`config.mk`:
```
export PLATFORM = sky130hd
export DESIGN_NAME = axicb_wch_scheduler
export DESIGN_NICKNAME = d
export VERILOG_FILES = /design/src/rtl/axicb_pkg.sv /design/src/rtl/axicb_scfifo.sv /design/src/rtl/axicb_wch_scheduler.sv
export SDC_FILE = /design/constraint.sdc
export NUM_CORES = 1
export LEC_CHECK = 0
export CAP_MARGIN = 5
export CORE_ASPECT_RATIO = 1.75
export CORE_UTILIZATION = 35
export CTS_BUF_LIST = sky130_fd_sc_hd__clkbuf_8
export DETAILED_ROUTE_END_ITERATION = 8
export PLACE_DENSITY_LB_ADDON = 0.3
export SKIP_LAST_GASP = 1
export SLEW_MARGIN = 20
export SYNTH_ARGS = -nofsm -noshare
export SYNTH_HDL_FRONTEND = slang
export SYNTH_SLANG_ARGS = --single-unit
```
`constraint.sdc`:
```
create_clock -name aclk -period 2.9 [get_ports aclk]
set_input_delay 0.435 -clock aclk [delete_from_list [all_inputs] [get_ports aclk]]
set_output_delay 0.435 -clock aclk [all_outputs]
set_load 0.02 [all_outputs]
```
`src/rtl/axicb_pkg.sv`:
```
// Shared types and constants for the AXI crossbar write-channel logic.
// Holds the W-channel scheduler state encoding and the burst length limit.
package axicb_pkg;

    typedef enum logic [1:0] {
        IDLE  = 2'd0,
        WAIT  = 2'd1,
        BURST = 2'd2
    } wch_state_t;

    localparam int MAX_BEATS = 256;

endpackage

```
`src/rtl/axicb_scfifo.sv`:
```
// Single-clock FIFO with wrap-bit pointers and an occupancy count.
// PASS_THRU presents the input on the output while the FIFO is empty.
module axicb_scfifo #(
    parameter int PASS_THRU  = 0,
    parameter int DATA_WIDTH = 8,
    parameter int ADDR_WIDTH = 3
) (
    input  logic                  aclk,
    input  logic                  aresetn,
    input  logic                  srst,
    input  logic                  push,
    input  logic [DATA_WIDTH-1:0] data_in,
    input  logic                  pop,
    output logic [DATA_WIDTH-1:0] data_out,
    output logic                  full,
    output logic                  empty,
    output logic [ADDR_WIDTH:0]   count
);

    localparam int DEPTH = 2 ** ADDR_WIDTH;

    logic [DATA_WIDTH-1:0] mem [DEPTH];
    logic [ADDR_WIDTH:0]   wr_ptr;
    logic [ADDR_WIDTH:0]   rd_ptr;

    assign full  = (wr_ptr[ADDR_WIDTH] != rd_ptr[ADDR_WIDTH]) &&
                   (wr_ptr[ADDR_WIDTH-1:0] == rd_ptr[ADDR_WIDTH-1:0]);
    assign empty = (wr_ptr == rd_ptr);
    assign count = wr_ptr - rd_ptr;

    always_ff @(posedge aclk) begin
        if (!aresetn || srst) begin
            wr_ptr <= '0;
            rd_ptr <= '0;
        end else begin
            if (push && !full)
                wr_ptr <= wr_ptr + 1'b1;
            if (pop && !empty)
                rd_ptr <= rd_ptr + 1'b1;
        end
    end

    always_ff @(posedge aclk) begin
        if (push && !full)
            mem[wr_ptr[ADDR_WIDTH-1:0]] <= data_in;
    end

    assign data_out = (PASS_THRU != 0 && empty) ? data_in
                                                : mem[rd_ptr[ADDR_WIDTH-1:0]];

endmodule

```
`src/rtl/axicb_wch_scheduler.sv`:
```
// Orders W-channel ownership by AW grant order and retires bursts on
// wlast, on a 256-beat overrun, or on a stall timeout.
module axicb_wch_scheduler
    import axicb_pkg::*;
#(
    parameter int MST_NB         = 4,
    parameter int DEPTH          = 8,
    parameter int TIMEOUT_ENABLE = 1,
    parameter int TIMEOUT_CYCLES = 256
) (
    input  logic                     aclk,
    input  logic                     aresetn,
    input  logic [MST_NB-1:0]        aw_grant,
    input  logic                     aw_hs,
    output logic                     aw_allow,
    input  logic                     w_hs,
    input  logic                     w_last,
    output logic [MST_NB-1:0]        w_sel,
    output logic                     w_sel_valid,
    output logic [$clog2(DEPTH):0]   outstanding,
    output logic                     err_timeout,
    output logic                     err_len
);

    localparam int AW = $clog2(DEPTH);
    localparam int BW = $clog2(MAX_BEATS);
    localparam int TW = $clog2(TIMEOUT_CYCLES);

    wch_state_t        state;
    wch_state_t        state_n;
    logic [BW-1:0]     beat_cnt;
    logic [MST_NB-1:0] head;
    logic              full;
    logic              empty;
    logic              push;
    logic              pop;
    logic              active;
    logic              pop_last;
    logic              len_hit;
    logic              timeout;
    logic              remain;

    axicb_scfifo #(
        .PASS_THRU  (0),
        .DATA_WIDTH (MST_NB),
        .ADDR_WIDTH (AW)
    ) u_queue (
        .aclk     (aclk),
        .aresetn  (aresetn),
        .srst     (1'b0),
        .push     (push),
        .data_in  (aw_grant),
        .pop      (pop),
        .data_out (head),
        .full     (full),
        .empty    (empty),
        .count    (outstanding)
    );

    assign aw_allow    = ~full;
    assign push        = aw_hs & ~full;
    assign w_sel_valid = ~empty;
    assign w_sel       = empty ? '0 : head;

    // Reset gates all retire events so a mid-burst reset never pulses an error.
    assign active   = (state != IDLE) & aresetn;
    assign pop_last = active & w_hs & w_last;
    assign len_hit  = active & w_hs & ~w_last &
                      (beat_cnt == BW'(MAX_BEATS - 1));
    assign pop      = pop_last | len_hit | timeout;
    assign remain   = (outstanding > (AW+1)'(1)) | push;

    assign err_len     = len_hit;
    assign err_timeout = timeout;

    always_ff @(posedge aclk) begin
        if (!aresetn)
            state <= IDLE;
        else
            state <= state_n;
    end

    always_comb begin
        state_n = state;
        unique case (state)
            IDLE: begin
                if (push)
                    state_n = WAIT;
            end
            WAIT, BURST: begin
                if (pop)
                    state_n = remain ? WAIT : IDLE;
                else if (w_hs && !w_last)
                    state_n = BURST;
            end
            default: state_n = IDLE;
        endcase
    end

    always_ff @(posedge aclk) begin
        if (!aresetn || pop)
            beat_cnt <= '0;
        else if (active && w_hs && !w_last)
            beat_cnt <= beat_cnt + 1'b1;
    end

    if (TIMEOUT_ENABLE != 0) begin : g_timer
        logic [TW-1:0] timer;

        always_ff @(posedge aclk) begin
            if (!aresetn || !active || w_hs || pop || state_n != state)
                timer <= '0;
            else
                timer <= timer + 1'b1;
        end

        assign timeout = active & ~w_hs &
                         (timer == TW'(TIMEOUT_CYCLES - 1));
    end else begin : g_no_timer
        assign timeout = 1'b0;
    end

endmodule
```
[Word-level counts from Yosys, hierarchy flattened]
Memories as Yosys holds them, arrays and structs flattened. A register that Yosys moved wholly into a read port is not among the register bits.
Cells that the tools add are included.
Storage, ports and cells
  flip-flop bits (word level): 26
  latch bits: 0
  bits in writable memories: 32
  ROM bits: 0
  input bits: 9
  output and inout bits: 12
  logic and storage cells: 64
  memories: 1
Operators by class
  $add $sub $neg: 5
  multiply operators: 0
  div/mod/pow operators: 0
  $lt $le $gt $ge: 1
  equality and inequality tests: 8
  shift operators: 0
  muxes and demuxes: 10
  bitwise operators: 15
  reduce and logical (&&, ||, !) cells: 19
Memory list
  u_queue.mem: words 8, bits a word 4, read ports 1, clocked after memory_dff 1, write ports 1, RTL line axicb_scfifo.sv:22  | logic [DATA_WIDTH-1:0] mem [DEPTH];
Operator list (count)
  8-bit by 1-bit adder with 8-bit output (second input constant): 2
  8-bit equality test (second input constant): 2
  4-bit by 1-bit adder with 4-bit output (second input constant): 2
  1-bit AND: 8
  1-bit logical AND: 6
  2-bit 2-to-1 mux: 3
  3-bit 2-to-1 mux: 2
  1-bit logical NOT: 5
  1-bit logical OR: 5
  4-bit equality test: 1
  4-bit by 1-bit > comparator with 1-bit output (second input constant): 1
  4-bit 2-to-1 mux: 1
  1-bit inverter: 4
  2-bit case mux with 2 select lines: 1
  4-bit subtractor: 1
  3-bit equality test: 1
  1-bit 2-to-1 mux: 3
  1-bit bitwise OR: 3
  2-bit by 1-bit equality test with 1-bit output (second input constant): 1
  2-bit equality test (second input constant): 1
  2-bit logical NOT: 1
  2-bit inequality test: 1
  2-bit nonzero test: 1
  2-bit OR reduction: 1
  1-bit inequality test: 1

[Longest topological paths before layout]
Gate-level depths: netlist of run 1.
  word-level depth: 11
  depth in mapped cells: 10

[By module]
A second synthesis of run 1 with hierarchy kept.
Second synthesis, totals
  cells, all modules: 235
  area, all modules: 2861.5 µm²
Modules (own cells, without submodules)
  axicb_scfifo: times used 1, cells an instance 120, area each 1880.6 µm²
  axicb_wch_scheduler: times used 1, cells an instance 115, area each 980.9 µm²

[Worst setup path before layout of run 1]
No wires, ideal clock.
  kind: register to register
  from: register state[0]
  to: register g_timer.timer[7]
  arrival: 2167 ps
  setup slack: 617 ps
  cell stages (with the launch flop): 10
  path buffers: 1
  cell sequence: dfxtp_1 -> inv_1 -> ha_1 -> nand2b_1 -> or4_4 -> inv_1 -> or3_1 -> buf_6 -> nor3b_1 -> a41o_1
RTL lines
  start, declared: RTL line axicb_wch_scheduler.sv:29  | wch_state_t state;
  start signal, assigned: RTL line axicb_wch_scheduler.sv:80  | state <= state_n;
  2-bit nonzero test *: RTL line axicb_wch_scheduler.sv:66  | assign active = (state != IDLE) & aresetn;
  1-bit AND *: RTL line axicb_wch_scheduler.sv:66
  1-bit AND * (2 in series): RTL line axicb_wch_scheduler.sv:117  | assign timeout = active & ~w_hs &
  net err_timeout: RTL line axicb_wch_scheduler.sv:21  | output logic err_timeout,
  1-bit bitwise OR *: RTL line axicb_wch_scheduler.sv:70  | assign pop = pop_last | len_hit | timeout;
  2-bit 2-to-1 mux: RTL line axicb_wch_scheduler.sv:91  | if (pop)
  2-bit case mux with 2 select lines: RTL line axicb_wch_scheduler.sv:85  | unique case (state)
  2-bit inequality test: RTL line axicb_wch_scheduler.sv:111  | if (!aresetn || !active || w_hs || pop || state_n != state)
  1-bit logical OR *: RTL line axicb_wch_scheduler.sv:111
  end signal, assigned: RTL line axicb_wch_scheduler.sv:114  | timer <= timer + 1'b1;
  end, declared: RTL line axicb_wch_scheduler.sv:108  | logic [TW-1:0] timer;
Mark *: on every way through the listed nets, which the timed path passes. The rest lies on a longest branch.
A chain may end at the register's enable or synchronous reset.

[Worst setup path after layout of run 1]
  from: register state[0]
  to: output err_len
Between the ends
  longest elaborated chain between the ends: 5
RTL lines
  2-bit nonzero test: RTL line axicb_wch_scheduler.sv:66
  1-bit AND: RTL line axicb_wch_scheduler.sv:66
  1-bit AND (3 in series): RTL line axicb_wch_scheduler.sv:68  | assign len_hit = active & w_hs & ~w_last &
  end, declared: RTL line axicb_wch_scheduler.sv:22  | output logic err_len
No other way between the ends.

==> results of run 1 <==
path summary, 6_finish.rpt:
path / start / end / slack (ns) / cells past startpoint
setup / recovery: state[0] / err_len / 0.15 / 6
hold reg to reg: g_timer.timer[0] / g_timer.timer[0] / 0.51 / 1
setup reg to reg: state[0] / g_timer.timer[4] / 0.63 / 8
hold / removal: g_timer.timer[0] / g_timer.timer[0] / 0.51 / 1
cells in the mapped netlist, types with 2 or more instances:
cell      number
buf_6          2
mux2i_1        7
ha_1           9
nand2b_1       5
nor2_1        24
xor2_1        11
o22ai_1        3
or3_1          3
clkbuf_1       5
a21boi_0       3
and2_1         6
mux4_2         8
a21oi_1        3
o211ai_1       2
nor3_1         6
dfxtp_1       29
inv_1         13
edfxtp_1      32
xnor2_1        8
o21ai_0        4
a41o_1         2
and4_1         2
o21a_1         2
nand3_1        9
nand3b_1       3
nand4_1        4
nand2_1       22
o32ai_1        3
area by class of cell:
type / instances / area [um^2] / area share
flip-flops and latches: 61 / 1540 / 0.451
multi-input cells: 164 / 1250 / 0.366
repair buffers: 28 / 262 / 0.0764
clock buffers: 9 / 124 / 0.0362
well taps: 90 / 113 / 0.0329
clock inverters: 7 / 81.3 / 0.0238
inverters: 13 / 48.8 / 0.0143
state kept, by name, summed over array words and instances (netlist names), named ones only:
name,cells
g_timer.timer,8
state,2
beat_cnt,8
u_queue.rd_ptr,4
u_queue.wr_ptr,4
u_queue.mem,32
metal layers:
layer,vias up,share of wire,routed length [um]
met3,14,0.043,238
met1,888,0.39,2160
met5,-,0,0
met2,44,0.54,2960
met4,0,0.027,147
li1,956,-,-
worst max-delay path: stages, from the launching register on:
cell and delay [ns]:
dfxtp_1 0.33, inv_1 0.10, ha_1 0.28, and4bb_1 0.35, nand4_4 0.14, inv_1 0.15, clkdlybuf4s50_1 0.63
where the power goes:
group	switching (uW)	leakage (uW)	internal, uW
Combinational	114	0.000642	84.6
Sequential	10.8	0.000525	926
Clock	308	0.000109	471
repair_timing:
item | 4_1_cts | 5_1_grt
hold buffers | 0 | 0
cloned | 0 | 0
pin swaps | 0 | 0
resized for setup | 1 | 3
setup endpoints to repair | 1 | 6
cells by family (layout without fill, tap and decap cells):
logic type / after synthesis / count (layout) / share of synthesized area
AO/OA/AOI/OAI: 26 / 26 / 0.0650
XOR/XNOR: 19 / 19 / 0.0577
adder cells (fa/ha/maj): 10 / 10 / 0.0460
buffers and inverters: 21 / 57 / 0.0330
flip-flops: 61 / 61 / 0.534
multiplexers: 15 / 15 / 0.0867
AND/OR/NAND/NOR: 94 / 94 / 0.177
through the flow:
stage | utilization | cells | power [uW] | setup slack [ns]
floorplan | - | 246 | 1070 | 0.617
global placement | 0.403 | 356 | 1150 | 0.181
detailed placement | 0.403 | 356 | 1150 | 0.170
CTS | 0.429 | 372 | 1940 | 0.0213
global route | 0.430 | 372 | 1990 | 0.0175
finish | 0.430 | 372 | 1910 | 0.149
==> results.toml, run 1 <==
[timing]
fin_hold_ws_ns = 0.510
min_period_ns = 2.75
finalHoldViolations = 0
rsz0062_at_grt = "false"
layout_worst_path_cycle_share = 0.949
worstMarginPinSlew_ns = 0.661
clock.fmax_ghz = 0.364
setup_violations = 0
skew_ns = 0.00891
setup_tns_ns = 0
slew_viol_final = 0
maxSlewHeadroom = 0.556

[synth]
avgSynthCellArea_um2 = 11.7
synth_cell_types = 44
synth-seq-area-share = 0.534
synthCells = 246
syn_nets = 265
synth_edf_count = 32
synth_area_leaders = "edfxtp_1, dfxtp_1, mux4_2"
syn_area_mm2 = 0.00289
async_reset_ff_frac = 0
synth_top_area_cell = "edfxtp_1"
synth_top_flop_cell = "edfxtp_1"
yosys_register_bits = 61
yosysWarnings = 0
synth_top_cell_area_share = 0.333

[outcome]
outcome = "finished, violations left"
violations = "design-rule violations"

[critical_path]
worstPathRequired_ns = 2.47
worst-setup-path-type = "register to primary output"
path_max_fanout = 5
startpoint_type = "register"
arrival_ns = 2.32
worstSetupEndpointType = "primary output"

[die]
num_rows = 43
fp.coreArea_mm2 = 0.00796
die_y_um = 122
initial_core_util = 0.362
ios = 21
dieArea_mm2 = 0.00863
fp.dieW_um = 70.6

[final_layout]
final_area_mm2 = 0.00342
fill_cells = 782
area_growth_pct = 18.6
nNetsFinal = 296
layout_commonest_cell = "edfxtp_1"
antennaDiodeCount = 0
layout_common_cells = "edfxtp_1, dfxtp_1, nor2_1, nand2_1, clkdlybuf4s50_1"
drive_above_1_share = 0.131

[clocking]
post-cts-setup-buffers = 0
cts_buffers = 9
cts_tree = "done"
clk_path_buf_depth = 2
clkSinkCount = 61
worstSkewPairLatency_ns = 0.34
clockRootBuffer = "clkbuf_8"
path_clk_slew_ns = 0.07
h-tree-depth = 3

[placement]
place.gp.congestion = 0.776
placed_area_mm2 = 0.00321
dpl.hpwl_um = 4180
port_buffers = 20

[routing]
drc_errors = 2
drt_pass1_iterations = 6
wl_per_cell_um = 14.8
routed-via-count = 1902
first_iter_violations = 86
routed_wl_um = 5500
vias_per_cell = 5.11
detail-route-antenna-nets = 0

[global_routing]
first_global_vias = 1938
grtUsageMet1 = 0.143
use_met3 = 0.0397
grt_usage = 0.144
antenna_found_initial = 0
overflow = 0
grt_pass1_wl_um = 9250
grt_util_met2 = 0.267
grt-busiest-layer = "met2"
grt_max_degree = 14

[flow_run]
drv_cap = 0

[power]
leakagePower_uw = 0.00128
power_density_mw_per_mm2 = 559
vdd.ir_drop.worst_mv = 0.409

[hold_path]
min_path_type = "register to register"
Power figures use the tool's default switching activity.
==> run 2, diff against run 1 <==
Settings changed: ABC_AREA from default to 0.
==> results of run 2 <==
The final DEF is identical to that of run 1; final timing and power are the same.
